===== src/rtl/pipeline_ctrl_pkg.sv =====
// Shared definitions for the pipeline controller.
//   ctrl_state_t         : sequencer states
//   REG_ZERO             : hard-wired zero register index, never a hazard source
//   DEFAULT_FLUSH_CYCLES : default IF/ID flush length after a taken branch
//   FLUSH_CNT_W          : width of the remaining-flush counter (FLUSH_CYCLES <= 4)
package pipeline_ctrl_pkg;

   typedef enum logic [1:0] {
      START  = 2'd0,
      RUN    = 2'd1,
      FLUSH  = 2'd2,
      HALTED = 2'd3
   } ctrl_state_t;

   localparam logic [4:0] REG_ZERO             = 5'd0;
   localparam int         DEFAULT_FLUSH_CYCLES = 1;
   localparam int         FLUSH_CNT_W          = 2;

endpackage


===== src/rtl/load_use_detect.sv =====
// Load-use hazard detector (purely combinational).
// Ports:
//   idRs_i, idRt_i     : source register fields of the instruction in ID
//   idUsesRt_i         : the ID instruction reads rt as a source
//   idExMemRead_i      : the instruction in EX is a load
//   idExRt_i           : destination of that load
//   hazard_o           : ID must stall one cycle for the load result
module load_use_detect
   import pipeline_ctrl_pkg::*;
(
   input  logic [4:0] idRs_i,
   input  logic [4:0] idRt_i,
   input  logic       idUsesRt_i,
   input  logic       idExMemRead_i,
   input  logic [4:0] idExRt_i,
   output logic       hazard_o
);

   logic rs_match;
   logic rt_match;

   assign rs_match = (idExRt_i == idRs_i);
   assign rt_match = idUsesRt_i && (idExRt_i == idRt_i);

   // A load into the zero register produces no value, so it can never stall.
   assign hazard_o = idExMemRead_i && (idExRt_i != REG_ZERO) && (rs_match || rt_match);

endmodule


===== src/rtl/pipeline_controller.sv =====
// Central sequencer for the five-stage pipeline. Produces all pipeline
// register enables, the IF/ID flush and the ID/EX bubble, and keeps
// saturating stall / flush performance counters.
// Ports:
//   clk, resetN                      : clock, asynchronous active-low reset
//   idRs, idRt, idUsesRt             : source operands of the ID instruction
//   idExMemRead, idExRt              : load in EX and its destination
//   exBranchTaken, exHalt            : branch / halt resolved in EX
//   memBusy                          : data memory still busy this cycle
//   pcWrite, ifIdWrite               : front-end enables
//   ifIdFlush, idExBubble            : NOP injection controls
//   idExWrite, exMemWrite, memWbWrite: back-end enables
//   halted                           : processor halted
//   stallCount, flushCount           : saturating performance counters
module pipeline_controller
   import pipeline_ctrl_pkg::*;
#(
   parameter int FLUSH_CYCLES = DEFAULT_FLUSH_CYCLES,
   parameter int COUNT_WIDTH  = 16
) (
   input  logic                   clk,
   input  logic                   resetN,
   input  logic [4:0]             idRs,
   input  logic [4:0]             idRt,
   input  logic                   idUsesRt,
   input  logic                   idExMemRead,
   input  logic [4:0]             idExRt,
   input  logic                   exBranchTaken,
   input  logic                   exHalt,
   input  logic                   memBusy,
   output logic                   pcWrite,
   output logic                   ifIdWrite,
   output logic                   ifIdFlush,
   output logic                   idExBubble,
   output logic                   idExWrite,
   output logic                   exMemWrite,
   output logic                   memWbWrite,
   output logic                   halted,
   output logic [COUNT_WIDTH-1:0] stallCount,
   output logic [COUNT_WIDTH-1:0] flushCount
);

   localparam logic [FLUSH_CNT_W-1:0] FLUSH_INIT = FLUSH_CNT_W'(FLUSH_CYCLES - 1);
   localparam logic [COUNT_WIDTH-1:0] CNT_ONE    = {{(COUNT_WIDTH-1){1'b0}}, 1'b1};

   function automatic logic [COUNT_WIDTH-1:0] sat_inc(input logic [COUNT_WIDTH-1:0] v);
      return (&v) ? v : v + CNT_ONE;
   endfunction

   ctrl_state_t             state_q, state_d;
   logic [FLUSH_CNT_W-1:0]  flush_cnt_q, flush_cnt_d;
   logic [COUNT_WIDTH-1:0]  stall_cnt_q, stall_cnt_d;
   logic [COUNT_WIDTH-1:0]  flush_tot_q, flush_tot_d;

   logic load_use;
   logic front_wr;   // pcWrite / ifIdWrite
   logic back_wr;    // idExWrite / exMemWrite / memWbWrite
   logic stall_inc;
   logic flush_inc;

   load_use_detect u_load_use (
      .idRs_i        (idRs),
      .idRt_i        (idRt),
      .idUsesRt_i    (idUsesRt),
      .idExMemRead_i (idExMemRead),
      .idExRt_i      (idExRt),
      .hazard_o      (load_use)
   );

   always_comb begin
      state_d     = state_q;
      flush_cnt_d = flush_cnt_q;
      front_wr    = 1'b0;
      back_wr     = 1'b0;
      ifIdFlush   = 1'b0;
      idExBubble  = 1'b0;
      halted      = 1'b0;
      stall_inc   = 1'b0;
      flush_inc   = 1'b0;

      unique case (state_q)
         START: begin
            state_d = RUN;
         end

         RUN: begin
            // A busy memory freezes everything and masks every EX/ID event;
            // they are re-evaluated once the access completes.
            if (memBusy) begin
               stall_inc = 1'b1;
            end else if (exHalt) begin
               back_wr    = 1'b1;
               idExBubble = 1'b1;
               state_d    = HALTED;
            end else if (exBranchTaken) begin
               front_wr   = 1'b1;
               back_wr    = 1'b1;
               ifIdFlush  = 1'b1;
               idExBubble = 1'b1;
               flush_inc  = 1'b1;
               if (FLUSH_CYCLES > 1) begin
                  state_d     = FLUSH;
                  flush_cnt_d = FLUSH_INIT;
               end
            end else if (load_use) begin
               back_wr    = 1'b1;
               idExBubble = 1'b1;
               stall_inc  = 1'b1;
            end else begin
               front_wr = 1'b1;
               back_wr  = 1'b1;
            end
         end

         FLUSH: begin
            // EX holds a bubble here, so branch/halt/load-use cannot be real.
            if (memBusy) begin
               stall_inc = 1'b1;
            end else begin
               front_wr    = 1'b1;
               back_wr     = 1'b1;
               ifIdFlush   = 1'b1;
               idExBubble  = 1'b1;
               flush_inc   = 1'b1;
               flush_cnt_d = flush_cnt_q - 1'b1;
               if (flush_cnt_d == '0) begin
                  state_d = RUN;
               end
            end
         end

         HALTED: begin
            halted = 1'b1;
            if (!memBusy) begin
               back_wr    = 1'b1;
               idExBubble = 1'b1;
            end
         end

         default: begin
            state_d = START;
         end
      endcase

      stall_cnt_d = stall_inc ? sat_inc(stall_cnt_q) : stall_cnt_q;
      flush_tot_d = flush_inc ? sat_inc(flush_tot_q) : flush_tot_q;
   end

   always_ff @(posedge clk or negedge resetN) begin
      if (!resetN) begin
         state_q     <= START;
         flush_cnt_q <= '0;
         stall_cnt_q <= '0;
         flush_tot_q <= '0;
      end else begin
         state_q     <= state_d;
         flush_cnt_q <= flush_cnt_d;
         stall_cnt_q <= stall_cnt_d;
         flush_tot_q <= flush_tot_d;
      end
   end

   assign pcWrite    = front_wr;
   assign ifIdWrite  = front_wr;
   assign idExWrite  = back_wr;
   assign exMemWrite = back_wr;
   assign memWbWrite = back_wr;
   assign stallCount = stall_cnt_q;
   assign flushCount = flush_tot_q;

endmodule


===== config.mk =====
export PLATFORM = sky130hd
export DESIGN_NAME = pipeline_controller
export DESIGN_NICKNAME = d
export VERILOG_FILES = /design/src/rtl/pipeline_ctrl_pkg.sv /design/src/rtl/load_use_detect.sv /design/src/rtl/pipeline_controller.sv
export SDC_FILE = /design/constraint.sdc
export NUM_CORES = 1
export LEC_CHECK = 0
export CELL_PAD_IN_SITES_DETAIL_PLACEMENT = 2
export CELL_PAD_IN_SITES_GLOBAL_PLACEMENT = 2
export CORE_ASPECT_RATIO = 2
export CORE_MARGIN = 3
export CORE_UTILIZATION = 31
export CTS_BUF_LIST = sky130_fd_sc_hd__clkbuf_8
export CTS_CLUSTER_SIZE = 12
export DETAILED_ROUTE_END_ITERATION = 16
export GPL_ROUTABILITY_DRIVEN = 0
export PLACE_DENSITY = 0.95
export SLEW_MARGIN = 20
export SYNTH_ARGS = -nofsm -noshare
export SYNTH_HDL_FRONTEND = slang
export SYNTH_SLANG_ARGS = --single-unit
export TNS_END_PERCENT = 1

===== constraint.sdc =====
create_clock -name clk -period 4.77 [get_ports clk]
set_input_delay 0.954 -clock clk [delete_from_list [all_inputs] [get_ports clk]]
set_output_delay 0.954 -clock clk [all_outputs]
set_load 0.01 [all_outputs]

==> results.yml <==
clock_tree:
  clock_tree.root_cell: "clkbuf_8"
  post_cts_buffers: 0
  max-clock-path-buffers: 2
  cts_resized: 0
  clock_latency_ns: 0.29
  cts_tree: "yes"
  h-tree-depth: 2
  cts_buffers: 5
  cts.sinks: 36
  cts.clk_slew.worst_paths_ns: 0.07
  hold_buffers: 0
power_and_ir_drop:
  power.total_uw: 924
  p_int_uw: 622
  p_leak_uw: 0.00119
  power_frac_comb_pct: 33.0
  p_sw_uw: 302
  power_density_nw_per_um2: 337
  seqPwrFrac_pct: 42.9
  clkPwrFrac_pct: 24.1
  ir_drop_mv: 0.179
  power_switching_share_pct: 32.7
floorplanning:
  start_util_pct: 32.3
  core_sq_um: 6110
  fp.dieH_microns: 119
  fp-row-count: 40
  die_area_sq_um: 7400
  die_w_microns: 62.4
  ios: 62
final_layout:
  layout_commonest_cell: "clkdlybuf4s50_1"
  post-route-util_pct: 44.9
  diodes: 0
  drive_above_1_share_pct: 6.75
  final_nets: 280
  area_growth_pct: 39.3
  fin_cells: 336
  fillers: 667
  mostFrequentLayoutCells: "clkdlybuf4s50_1, dfrtp_1, xnor2_1"
worst_setup_path:
  setup.worst_path.start_class: "primary input"
  worstPathMaxFanout: 3
  endpoint_kind: "output port"
  required_ns: 3.82
  reg2reg_depth: 8
  critical_path_arrival_ns: 3.23
  crit_type: "primary input to output port"
  rrSetupSlack_ns: 2.41
detailed_routing:
  drc: 0
  routed_wl_mm: 5.50
  drtPass1Iterations: 4
  met3_length_microns: 168
  top_layer_used: "met4"
  ant_nets: 0
  dr_wl_met2_mm: 3.28
  drtIter0Drc: 54
  via_count: 1663
  wl_per_cell_microns: 16.4
  wl_met1_mm: 1.93
  viasPerCell: 4.95
timing:
  clock_skew_ns: 0.00516
  period_needed_ns: 4.18
  report.final.hold_viol_count: 0
  fin_ws_ns: 0.588
  fmax_mhz: 239
  slew_viol_final: 0
  tightestPinTransition_ns: 0.785
  finalCritPeriodShare_pct: 87.7
  setup_viol: 0
  slew_headroom_pct: 46.3
  rsz0062_at_grt: "no"
  fin_setup_tns_ns: 0
synthesis:
  synthTopCellsByArea: "dfrtp_1, xnor2_1, xor2_1, ha_1, nand4_1"
  seq_area_frac_synth_pct: 45.7
  synth-seq-cells: 36
  syn_inst: 187
  syn_avg_cell_area_sq_um: 10.5
  syn_area_sq_um: 1970
  synth_nets: 216
  yosys.area.top_type: "dfrtp_1"
  synthDistinctLibCells: 38
  yosys_warnings: 0
  synth_top_area_share_pct: 45.7
placement:
  post-place-ws_ns: 0.529
  io_buffers: 61
  place_hpwl_mm: 4.37
  numPlacedInstances: 328
global_route:
  grtUsageTotal_pct: 15.9
  grt_remaining_overflow: 0
  grt_max_degree: 37
  grt_pass1_wl_mm: 9.30
  antenna_found_initial: 0
  grt_pass1_vias: 1880
run_status:
  status: "completed"
min_path:
  min_path_type: "register to register"
  hold_depth: 1
run:
  maxCapViolations: 0
## synth_stat cells (all sizes together)
master and count:
o21ai 4, nor2 11, or3 1, nor3 3, a32oi 1, a2111oi 1, nand2 10, o31ai 1
nand3b 1, mux2i 1, nand3 13, dfrtp 36, or2 2, and3 12, nor4 2, a211oi 1
and2b 2, nand2b 2, xor2 17, o211ai 2, nand4 13, inv 7, or4 1, buf 5
ha 7, mux2 4, o21a 1, xnor2 22, a21oi 2, and2 2
## path summary, 6_finish.rpt
check / startpoint / endpoint
max: idExRt[2] / idExBubble
min: flush_cnt_q[0]$_DFFE_PN0P_ / flush_cnt_q[0]$_DFFE_PN0P_
max reg2reg: state_q[1]$_DFFE_PN0P_ / stallCount[14]$_DFFE_PN0P_
min reg2reg: flush_cnt_q[0]$_DFFE_PN0P_ / flush_cnt_q[0]$_DFFE_PN0P_
max in group asynchronous: resetN / state_q[1]$_DFFE_PN0P_
min in group asynchronous: resetN / flushCount[3]$_DFFE_PN0P_
## flip-flops by register name, summed over array words and instances (netlist names)
signal	flops
flushCount	16
state_q	2
stallCount	16
flush_cnt_q	2
## area by class of cell
type,count,area (sq um),share of cell area [%]
Multi-Input combinational cell,139,1000,36.6
Clock inverter,2,7.51,0.274
Timing Repair Buffer,62,618,22.5
Inverter,7,26.3,0.958
Clock buffer,6,82.6,3.01
Tap cell,84,105,3.83
Sequential cell,36,901,32.8
## cell families after synthesis
group | Yosys count | share of synthesized area [%]
AOI/OAI and AO/OA | 13 | 5.08
and+or+nand+nor | 75 | 21.1
DFF | 36 | 45.7
muxes | 5 | 2.99
adders and majority gates | 7 | 4.45
buffers and inverters | 12 | 3.30
xor gates and xnor gates | 39 | 17.3
## power groups by stage
stage               logic (uW)  clock network (uW)  registers [uW]
floorplan                  144                   0             404
global placement           295                   0             398
detailed placement         310                   0             402
CTS                        312                 233             396
global route               335                 243             406
finish                     305                 223             396
## layer usage
layer  up-vias  GRT usage, %
li1        772             -
met1       838          15.7
met2        45          31.4
met3         8          2.38
met4         0          7.61
met5         -             0
## critical path, cell delays in order
cell             delay [ns]
clkdlybuf4s50_1        0.53
xor2_1                 0.20
nor4_2                 0.08
a32oi_1                0.43
o21ai_0                0.18
a211oi_1               0.29
nor3_1                 0.08
clkdlybuf4s50_1        0.48
## stage by stage
stage | area [sq um] | hold WS, ns
after floorplan | 1970 | 0.448
after global routing | 2740 | 0.494
after global placement | 2650 | 0.465
after CTS | 2740 | 0.481
final | 2740 | 0.477
after detailed placement | 2650 | 0.467
No activity file was read; power rests on OpenSTA's default activity.
